`config.mk`:
```
export PLATFORM = sky130hd
export DESIGN_NAME = core_seq
export DESIGN_NICKNAME = d
export VERILOG_FILES = /design/src/rtl/core_seq_pkg.sv /design/src/rtl/core_seq_wdog.sv /design/src/rtl/core_seq.sv
export SDC_FILE = /design/constraint.sdc
export NUM_CORES = 1
export LEC_CHECK = 0
export BUFFER_PORTS_ARGS = -buffer_cell sky130_fd_sc_hd__buf_2
export CORE_MARGIN = 2
export CORE_UTILIZATION = 45
export CTS_CLUSTER_SIZE = 8
export DETAILED_ROUTE_END_ITERATION = 10
export HOLD_SLACK_MARGIN = 0.03
export PLACE_DENSITY = 0.74
export SLEW_MARGIN = 20
export SYNTH_ARGS = -nofsm -noshare
export SYNTH_HDL_FRONTEND = slang
export SYNTH_HIERARCHICAL = 1
export SYNTH_SLANG_ARGS = --single-unit
```
`constraint.sdc`:
```
create_clock -name clock -period 1.95 [get_ports clock]
set_clock_uncertainty 0.2 [all_clocks]
set_input_delay 0.2925 -clock clock [delete_from_list [all_inputs] [get_ports clock]]
set_output_delay 0.2925 -clock clock [all_outputs]
set_load 0.03 [all_outputs]
```
`src/rtl/core_seq_pkg.sv`:
```
// Shared sequencer definitions: state encodings, state bus width and the reset instruction.
// Imported by core_seq and its watchdog sub-module.
package core_seq_pkg;

    localparam int STATE_W = 3;

    typedef enum logic [STATE_W-1:0] {
        ST_FETCH  = 3'd0,
        ST_DECODE = 3'd1,
        ST_EXEC   = 3'd2,
        ST_MEM    = 3'd3,
        ST_WB     = 3'd4,
        ST_HALT   = 3'd5
    } seq_state_e;

    // addi x0, x0, 0
    localparam logic [31:0] INSN_NOP = 32'h0000_0013;

    // States that sit on an external handshake and may stall.
    function automatic logic is_wait_state(input seq_state_e s);
        return (s == ST_FETCH) || (s == ST_MEM);
    endfunction

endpackage

```
`src/rtl/core_seq_wdog.sv`:
```
// seq_wdog: counts consecutive cycles spent in a handshake-wait state; trips on the last allowed cycle.
// Zero-latency trip output from the count register; the counter restarts whenever the wait ends.
module seq_wdog #(
    parameter int LIMIT = 1024
) (
    input  logic clock,
    input  logic reset,
    input  logic wait_i,
    output logic trip_o
);

    localparam int CNT_W = (LIMIT > 2) ? $clog2(LIMIT) : 1;
    localparam logic [CNT_W-1:0] LAST = CNT_W'(LIMIT - 1);

    logic [CNT_W-1:0] cnt_q;
    logic [CNT_W-1:0] cnt_d;

    // Leaving the wait state (handshake or trip) clears the count for the next entry.
    always_comb begin
        cnt_d = '0;
        if (wait_i) begin
            cnt_d = (cnt_q == LAST) ? cnt_q : cnt_q + 1'b1;
        end
    end

    always_ff @(posedge clock) begin
        if (reset) begin
            cnt_q <= '0;
        end else begin
            cnt_q <= cnt_d;
        end
    end

    assign trip_o = wait_i && (cnt_q == LAST);

endmodule

```
`src/rtl/core_seq.sv`:
```
// core_seq: multi-cycle FETCH/DECODE/EXEC/MEM/WB sequencer; CORE_SEQ_WDOG_EN adds a handshake watchdog.
// 4 cycles per instruction (5 with MEM) plus one per wait on inst_valid_i/mem_ack_i; waits are unbounded without the watchdog.
module core_seq
    import core_seq_pkg::*;
#(
    parameter logic [63:0] RESET_PC   = 64'h0000_0000_8000_0000,
    parameter int          WDOG_LIMIT = 1024
) (
    input  logic               clock,
    input  logic               reset,
    output logic               inst_req_o,
    input  logic               inst_valid_i,
    input  logic [31:0]        inst_i,
    output logic [63:0]        pc_o,
    output logic [31:0]        ir_o,
    input  logic               ren_mem_i,
    input  logic               wen_mem_i,
    input  logic               wen_reg_i,
    input  logic               ebreak_i,
    input  logic [63:0]        npc_i,
    output logic               exec_en_o,
    output logic               mem_req_o,
    output logic               mem_we_o,
    input  logic               mem_ack_i,
    output logic               wb_en_o,
    output logic               retire_o,
    output logic               halt_o,
    output logic               err_o,
    output logic [STATE_W-1:0] state_o
);

    seq_state_e  state_q, state_d;
    logic [63:0] pc_q, pc_d;
    logic [63:0] npc_q, npc_d;
    logic [31:0] ir_q, ir_d;
    logic        mem_we_q, mem_we_d;
    logic        wen_reg_q, wen_reg_d;
    logic        retire_q, retire_d;
    logic        err_q, err_d;
    logic        wdog_trip;

`ifdef CORE_SEQ_WDOG_EN
    seq_wdog #(
        .LIMIT (WDOG_LIMIT)
    ) u_wdog (
        .clock  (clock),
        .reset  (reset),
        .wait_i (is_wait_state(state_q)),
        .trip_o (wdog_trip)
    );
`else
    // No counter: a stalled handshake simply waits.
    assign wdog_trip = (WDOG_LIMIT < 0);
`endif

    // Decoder flags are captured in EXEC so every output stays a function of registers only.
    always_comb begin
        state_d   = state_q;
        pc_d      = pc_q;
        npc_d     = npc_q;
        ir_d      = ir_q;
        mem_we_d  = mem_we_q;
        wen_reg_d = wen_reg_q;
        retire_d  = 1'b0;
        err_d     = err_q;

        case (state_q)
            ST_FETCH: begin
                if (inst_valid_i) begin
                    ir_d    = inst_i;
                    state_d = ST_DECODE;
                end else if (wdog_trip) begin
                    state_d = ST_HALT;
                    err_d   = 1'b1;
                end
            end
            ST_DECODE: begin
                state_d = ST_EXEC;
            end
            ST_EXEC: begin
                npc_d     = npc_i;
                mem_we_d  = wen_mem_i;
                wen_reg_d = wen_reg_i;
                if (ebreak_i) begin
                    state_d  = ST_HALT;
                    retire_d = 1'b1;
                end else if (ren_mem_i || wen_mem_i) begin
                    state_d = ST_MEM;
                end else begin
                    state_d  = ST_WB;
                    retire_d = 1'b1;
                end
            end
            ST_MEM: begin
                if (mem_ack_i) begin
                    state_d  = ST_WB;
                    retire_d = 1'b1;
                end else if (wdog_trip) begin
                    state_d = ST_HALT;
                    err_d   = 1'b1;
                end
            end
            ST_WB: begin
                pc_d    = npc_q;
                state_d = ST_FETCH;
            end
            ST_HALT: begin
                state_d = ST_HALT;
            end
            default: begin
                state_d = ST_HALT;
            end
        endcase
    end

    always_ff @(posedge clock) begin
        if (reset) begin
            state_q   <= ST_FETCH;
            pc_q      <= RESET_PC;
            npc_q     <= RESET_PC;
            ir_q      <= INSN_NOP;
            mem_we_q  <= 1'b0;
            wen_reg_q <= 1'b0;
            retire_q  <= 1'b0;
            err_q     <= 1'b0;
        end else begin
            state_q   <= state_d;
            pc_q      <= pc_d;
            npc_q     <= npc_d;
            ir_q      <= ir_d;
            mem_we_q  <= mem_we_d;
            wen_reg_q <= wen_reg_d;
            retire_q  <= retire_d;
            err_q     <= err_d;
        end
    end

    assign inst_req_o = (state_q == ST_FETCH);
    assign exec_en_o  = (state_q == ST_EXEC);
    assign mem_req_o  = (state_q == ST_MEM);
    assign mem_we_o   = (state_q == ST_MEM) && mem_we_q;
    assign wb_en_o    = (state_q == ST_WB) && wen_reg_q;
    assign halt_o     = (state_q == ST_HALT);
    assign retire_o   = retire_q;
    assign err_o      = err_q;
    assign pc_o       = pc_q;
    assign ir_o       = ir_q;
    assign state_o    = state_q;

endmodule

```
# Word level (Yosys, flattened, before mapping)
# Cells that the tools add are included.
[word_totals] register_bits=166 inputBits=104 output_inout_bits=107 elab_cells=29
[classes] n_eq_ne=7 n_mux=9 reduce_logical=6
[op_table] cell="one-hot mux 3 bit (5 select lines)" n=1
[op_table] cell="two-way mux 3 bit" n=4
[op_table] cell="equality test 3 x 2 -> 1 bit, second input constant" n=2
[op_table] cell="equality test 3 bit, second input constant" n=2
[op_table] cell="inequality test 2 x 1 -> 1 bit, second input constant" n=2
[op_table] cell="AND reduction 2 bit" n=2
[op_table] cell="equality test 3 x 1 -> 1 bit, second input constant" n=1
[op_table] cell="logical NOT 3 bit" n=1
[op_table] cell="two-way mux 1 bit" n=3
[op_table] cell="logical AND 1 bit" n=2
[op_table] cell="one-hot mux 1 bit (2 select lines)" n=1
[op_table] cell="logical OR 1 bit" n=1

# Depth between registers and ports, before layout
# Gate-level depths: netlist of the first run.
[logic_depth] depth_word=4 depth_mapped=7 ltp_nobuf=4

# Least setup slack after synthesis of the first run
# OpenSTA, ideal clock, no wires.
[synth_path] path_kind="reg2out" from="register state_q[2], in the netlist state_o[2]" to="output port wb_en_o" arrival_time_ps=1704 path_slack_ps=-247 path_stages_with_launch=6 cell_sequence="dfxtp_1 buf_2 nor3b_1 buf_2 buf_2 and2_1"
[synth_via] elab_chain_cells=2
[synth_lines] item="from (decl)" line="core_seq.sv:32" rtl="seq_state_e state_q, state_d;"
[synth_lines] item="from (signal assigned)" line="core_seq.sv:127" rtl="state_q <= state_d;"
[synth_lines] item="equality test 3 bit" line="core_seq.sv:142" rtl="assign wb_en_o = (state_q == ST_WB) && wen_reg_q;"
[synth_lines] item="logical AND 1 bit" line="core_seq.sv:142"
[synth_lines] item="to (decl)" line="core_seq.sv:25" rtl="output logic wb_en_o,"
# Every way passes these cells.

# Worst setup path in the final report of the first run
[layout_path] from="register state_q[0], in the netlist state_o[0]" to="output port wb_en_o"
# Same word-level chain as after synthesis.

==> flow_summary.ini, run 1 <==
[drt]
ant_nets = 0
viasPerCell = 4.812
wl_per_cell_um = 13.23
first_iter_violations = 447
firstDrtPassIters = 5
wl_um = 16210
dr_total_vias = 5895
drc_errors = 0

[pwr]
p_sw_mw = 2.745
clkPwrFrac_pct = 33.6
ir_worst_vdd_mv = 0.6981
powerDensity_nw_per_um2 = 1027
swShare_pct = 30.56
pwr-share-seq_pct = 42.6
p_comb_share_pct = 23.8
power_leakage_nw = 3.693
p_int_mw = 6.237
total_power_mw = 8.982

[place]
gp_congestion = 0.7823
place.detailed.hpwl_um = 9326
io_buffers = 209
place_ws_ps = 174.6
placed_cell_area_um2 = 7083

[grt]
met3_usage_pct = 7.025
grtUsageTotal_pct = 23.47
met2_usage_pct = 40.81
antenna_found_initial = 0
first_global_vias = 5861
grt_overflow = 0
grt_max_degree = 72
top_usage_layer = met2
grt_first_pass_wirelength_um = 26630
use_met1_pct = 26.55

[sta]
rsz0062_at_grt = yes
fmax_mhz = 523.5
hold_viol = 0
fin_crit_sh_pct = 97.96
drv_slew = 0
finalWorstSetupSlack_ps = 39.80
fin_crit_ps = 1910
hold_slack_ps = 63.40
setup_viol_count_final = 0

[clock_tree]
cts-root-buf = clkbuf_16
htreeDepth = 4
clock_latency_ps = 420
clk_pin_slew_ps = 60
clk_path_buf_depth = 2
cts_tree = yes
clock_sinks = 166
cts_made_buffers = 17

[synthesis]
synth-seq-area-share_pct = 56.89
synth_edf_count = 0
ys_types = 30
avgSynthCellArea_um2 = 7.873
synthArstFlopShare_pct = 0
syn_inst = 742
synth_area_um2 = 5842
ys_warn_count = 6
synthFlopType = dfxtp_1
synth_nets = 846
ys_ff_latch = 166

[worst_setup_path]
reg2reg_slack_ps = 80
cp.required_ps = 1460
crit_path_max_fanout = 8
reg2reg_depth = 6
reg2reg_from = state_o[0]$_SDFFE_PP0P_
rr_endpoint = ir_o[1]$_SDFFE_PP1P_
arrival_ps = 1420
start_kind = flip-flop
crit_chain = buf_12 -> nor3b_4 -> and2_4 -> buf_6
critical_path_class = flip-flop to output port
cpMaxStageDelayCell = dfxtp_2
endpoint_kind = output port
crit_path_start = state_o[0]$_SDFFE_PP0P_
cpPeakStageDelay_ps = 330

[layout]
final_layout_size_suffix_gt1_share_pct = 26.21
area_growth_syn_to_layout_pct = 49.65
final_common_cell = nand2_1
final_cell_mix = nand2_1, buf_2, dfxtp_1
num_antenna_cells = 0
fin_util_pct = 68.99
nets = 1145
design_area_um2 = 8742

[floorplanning]
dieArea_um2 = 13910
die_y_um = 117.9
initial_utilization_pct = 46.10
coreArea_um2 = 12670
pin_count = 211
die_x_um = 117.9
rows = 41

[worst_hold_path]
min_path_type = input port to flip-flop
whs_endpoint = retire_o$_SDFF_PP0_
min_path_cells = 3
min-delay-start = ebreak_i

[run_status]
status = completed

[flow_run]
drv_cap = 0
worst max-delay path by stage:
stage,end,slack (ps)
2_1_floorplan,wb_en_o,-40
3_3_place_gp,wb_en_o,230
3_5_place_dp,npc_q[14]$_SDFFE_PP0N_,170
4_1_cts,wb_en_o,-3
5_1_grt,wb_en_o,-40
6_report,wb_en_o,40
metal layers:
layer | routed length (um) | up-vias
met5 | 0 | -
met4 | 481 | 0
met3 | 1015 | 42
met2 | 7941 | 207
met1 | 6768 | 2659
li1 | - | 2987
synth_stat cells (all sizes together), types with 2 or more instances:
| cell | count | share of area, % |
|---|---|---|
| a21oi | 161 | 14 |
| a311oi | 2 | 0.30 |
| and2 | 2 | 0.21 |
| and3b | 2 | 0.30 |
| buf | 20 | 2.0 |
| clkbuf | 38 | 2.4 |
| dfxtp | 166 | 57 |
| inv | 2 | 0.13 |
| nand2 | 325 | 21 |
| nand3b | 6 | 0.77 |
| nor4 | 2 | 0.21 |
| o21ai | 2 | 0.17 |
| o21ba | 2 | 0.34 |
| or3b | 2 | 0.30 |
critical path: cells and delay by family, from the launching register on:
kind / cells / cell delay (ps)
buffers and inverters: 2 / 250
DFF: 1 / 330
and+or+nand+nor: 2 / 410
layout make-up:
| cell class | instances | area, um^2 |
|---|---|---|
| Multi-Input combinational cell | 516 | 2278 |
| Clock inverter | 10 | 83.83 |
| Clock buffer | 21 | 440.4 |
| Fill cell | 1010 | 3929 |
| Inverter | 2 | 12.51 |
| Sequential cell | 166 | 3327 |
| Timing Repair Buffer | 338 | 2385 |
| Tap cell | 172 | 215.2 |
cell families after synthesis:
kind of cell           share of synthesized area, %
DFF                                           56.89
AOI/OAI and AO/OA                             14.78
buffers and inverters                         4.562
and+or+nand+nor                               23.71
other                                       0.06419
state kept, by name (all words and copies together), names as in the netlist:
| register | count |
|---|---|
| npc_q | 64 |
| state_o | 3 |
| ir_o | 32 |
| mem_we_q | 1 |
| retire_o | 1 |
| wen_reg_q | 1 |
| pc_o | 64 |
power groups by stage:
stage / Combinational, mW / Clock [mW] / Sequential, mW
floorplan: 0.940 / 0 / 4.18
global placement: 1.85 / 0 / 3.88
detailed placement: 1.86 / 0 / 3.88
CTS: 2.07 / 3.07 / 3.82
global route: 2.34 / 3.23 / 3.86
finish: 2.14 / 3.02 / 3.83
stage by stage:
step           instances  setup TNS, ps
2_1_floorplan        742         -36.16
3_3_place_gp        1084              0
3_5_place_dp        1084              0
4_1_cts             1218         -2.741
5_1_grt             1225         -43.56
6_report            1225              0
repair_timing:
| action | CTS | global route |
|---|---|---|
| hold endpoints to repair | 104 | 0 |
| pin swaps | 1 | 2 |
| setup buffers | 3 | 7 |
| gates resized for setup | 14 | 4 |
| setup endpoints to repair | 3 | 3 |
| hold buffers | 100 | 0 |
(Power assumes the default switching activity.)
==> run 2, diff against run 1 <==
Settings changed: CTS_BUF_LIST from default to sky130_fd_sc_hd__clkbuf_4.
Clock period 1.95 ns to 2.3 ns, I/O delays scaled along.
==> flow_summary.ini, run 2 (synthesized netlist as in run 1, its figures left out) <==
[run_status]
status = completed

[sta]
hold_slack_ps = 239.7
finalWorstSetupSlack_ps = 140.3
rsz0062_at_grt = yes
fin_crit_ps = 2160
worst_slew_pin_slew_ps = 704.9
relSlewSlack_pct = 53.00
fin_crit_sh_pct = 93.90
hold_viol = 0
fmax_mhz = 463.0
drv_slew = 0
setup_viol_count_final = 0

[drt]
dr_total_vias = 5904
drc_errors = 0
first_iter_violations = 385
wl_per_cell_um = 13.61
firstDrtPassIters = 4
viasPerCell = 4.831
ant_nets = 0
wl_um = 16630

[floorplanning]
coreArea_um2 = 12670
die_y_um = 117.9
dieArea_um2 = 13910
die_x_um = 117.9
initial_utilization_pct = 46.10
pin_count = 211
rows = 41

[worst_setup_path]
cp.required_ps = 1750
crit_path_max_fanout = 15
arrival_ps = 1610
start_kind = flip-flop
endpoint_kind = output port
critical_path_class = flip-flop to output port

[pwr]
powerDensity_nw_per_um2 = 782.0
ir_worst_vdd_mv = 0.6840
power_leakage_nw = 3.549

[place]
place_ws_ps = 373.2
place.detailed.hpwl_um = 9336
io_buffers = 209
gp_congestion = 0.7557
placed_cell_area_um2 = 7010

[clock_tree]
clk_path_buf_depth = 2
htreeDepth = 4
clock_sinks = 166
cts-root-buf = clkbuf_4
cts_made_buffers = 17
cts_tree = yes
clk_pin_slew_ps = 130
clock_latency_ps = 510

[grt]
grt_overflow = 0
grt_max_degree = 71
grtUsageTotal_pct = 24.04
first_global_vias = 5872
antenna_found_initial = 0
grt_first_pass_wirelength_um = 27450

[layout]
final_layout_size_suffix_gt1_share_pct = 25.33
design_area_um2 = 8428
num_antenna_cells = 0
area_growth_syn_to_layout_pct = 44.27
final_cell_mix = nand2_1, buf_2, dfxtp_1
nets = 1142
final_common_cell = nand2_1

[worst_hold_path]
min_path_type = flip-flop to flip-flop

[flow_run]
drv_cap = 0
-- run 2: final timing paths --
kind | from | end | slack, ps | depth (start not counted)
max | state_o[0]$_SDFFE_PP0P_ | mem_we_o | 140 | 4
min | npc_q[26]$_SDFFE_PP0N_ | pc_o[26]$_SDFFE_PP0N_ | 240 | 2
max reg2reg | state_o[0]$_SDFFE_PP0P_ | npc_q[5]$_SDFFE_PP0N_ | 200 | 6
min reg2reg | npc_q[26]$_SDFFE_PP0N_ | pc_o[26]$_SDFFE_PP0N_ | 240 | 2
-- run 2: layer usage --
metal | up-vias | GRT usage (%) | wire length [um]
li1 | 2977 | - | -
met5 | - | 0 | 0
met2 | 210 | 41.17 | 8270
met1 | 2683 | 27.64 | 6858
met3 | 34 | 7.558 | 1104
met4 | 0 | 10.17 | 393
-- run 2: timing repair --
item                                   4_1_cts  5_1_grt
hold buffers                               108        0
setup endpoints to repair                    1        7
pin swaps                                    0        1
endpoints found under the hold margin      111        0
cloned                                       0        0
buffers inserted                             1        2
resized for setup                            2       16
-- run 2: layout make-up --
cell class / instances / area (um^2)
clock buffer: 20 / 150.1
clock inverter: 11 / 110.1
fill: 1050 / 4243
inverter: 2 / 10.01
multi-input combinational: 516 / 2278
sequential: 166 / 3326
tap: 172 / 215.2
timing repair buffer: 335 / 2338
-- run 2: where the power goes --
group	leakage, nW	switching [mW]	internal, mW
clock network	0.139	0.943	0.661
registers	1.35	0.119	3.12
logic	2.06	1.12	0.626
total	3.55	2.19	4.41
-- run 2: critical path: stages (launching register included) --
cell and delay [ps]:
dfxtp_1 370, buf_6 180, and3b_2 240, and2_1 130, buf_2 190
-- run 2: metrics by stage --
| step | cells | util, % | power (mW) | TNS (ps) |
|---|---|---|---|---|
| finish | 1222 | 66.52 | 6.591 | 0 |
| global route | 1222 | 66.52 | 6.959 | -7.411 |
| CTS | 1220 | 66.04 | 6.562 | 0 |
| detailed placement | 1080 | 55.33 | 4.818 | 0 |
| global placement | 1080 | 55.33 | 4.795 | 0 |
| floorplan | 742 | - | 4.334 | 0 |
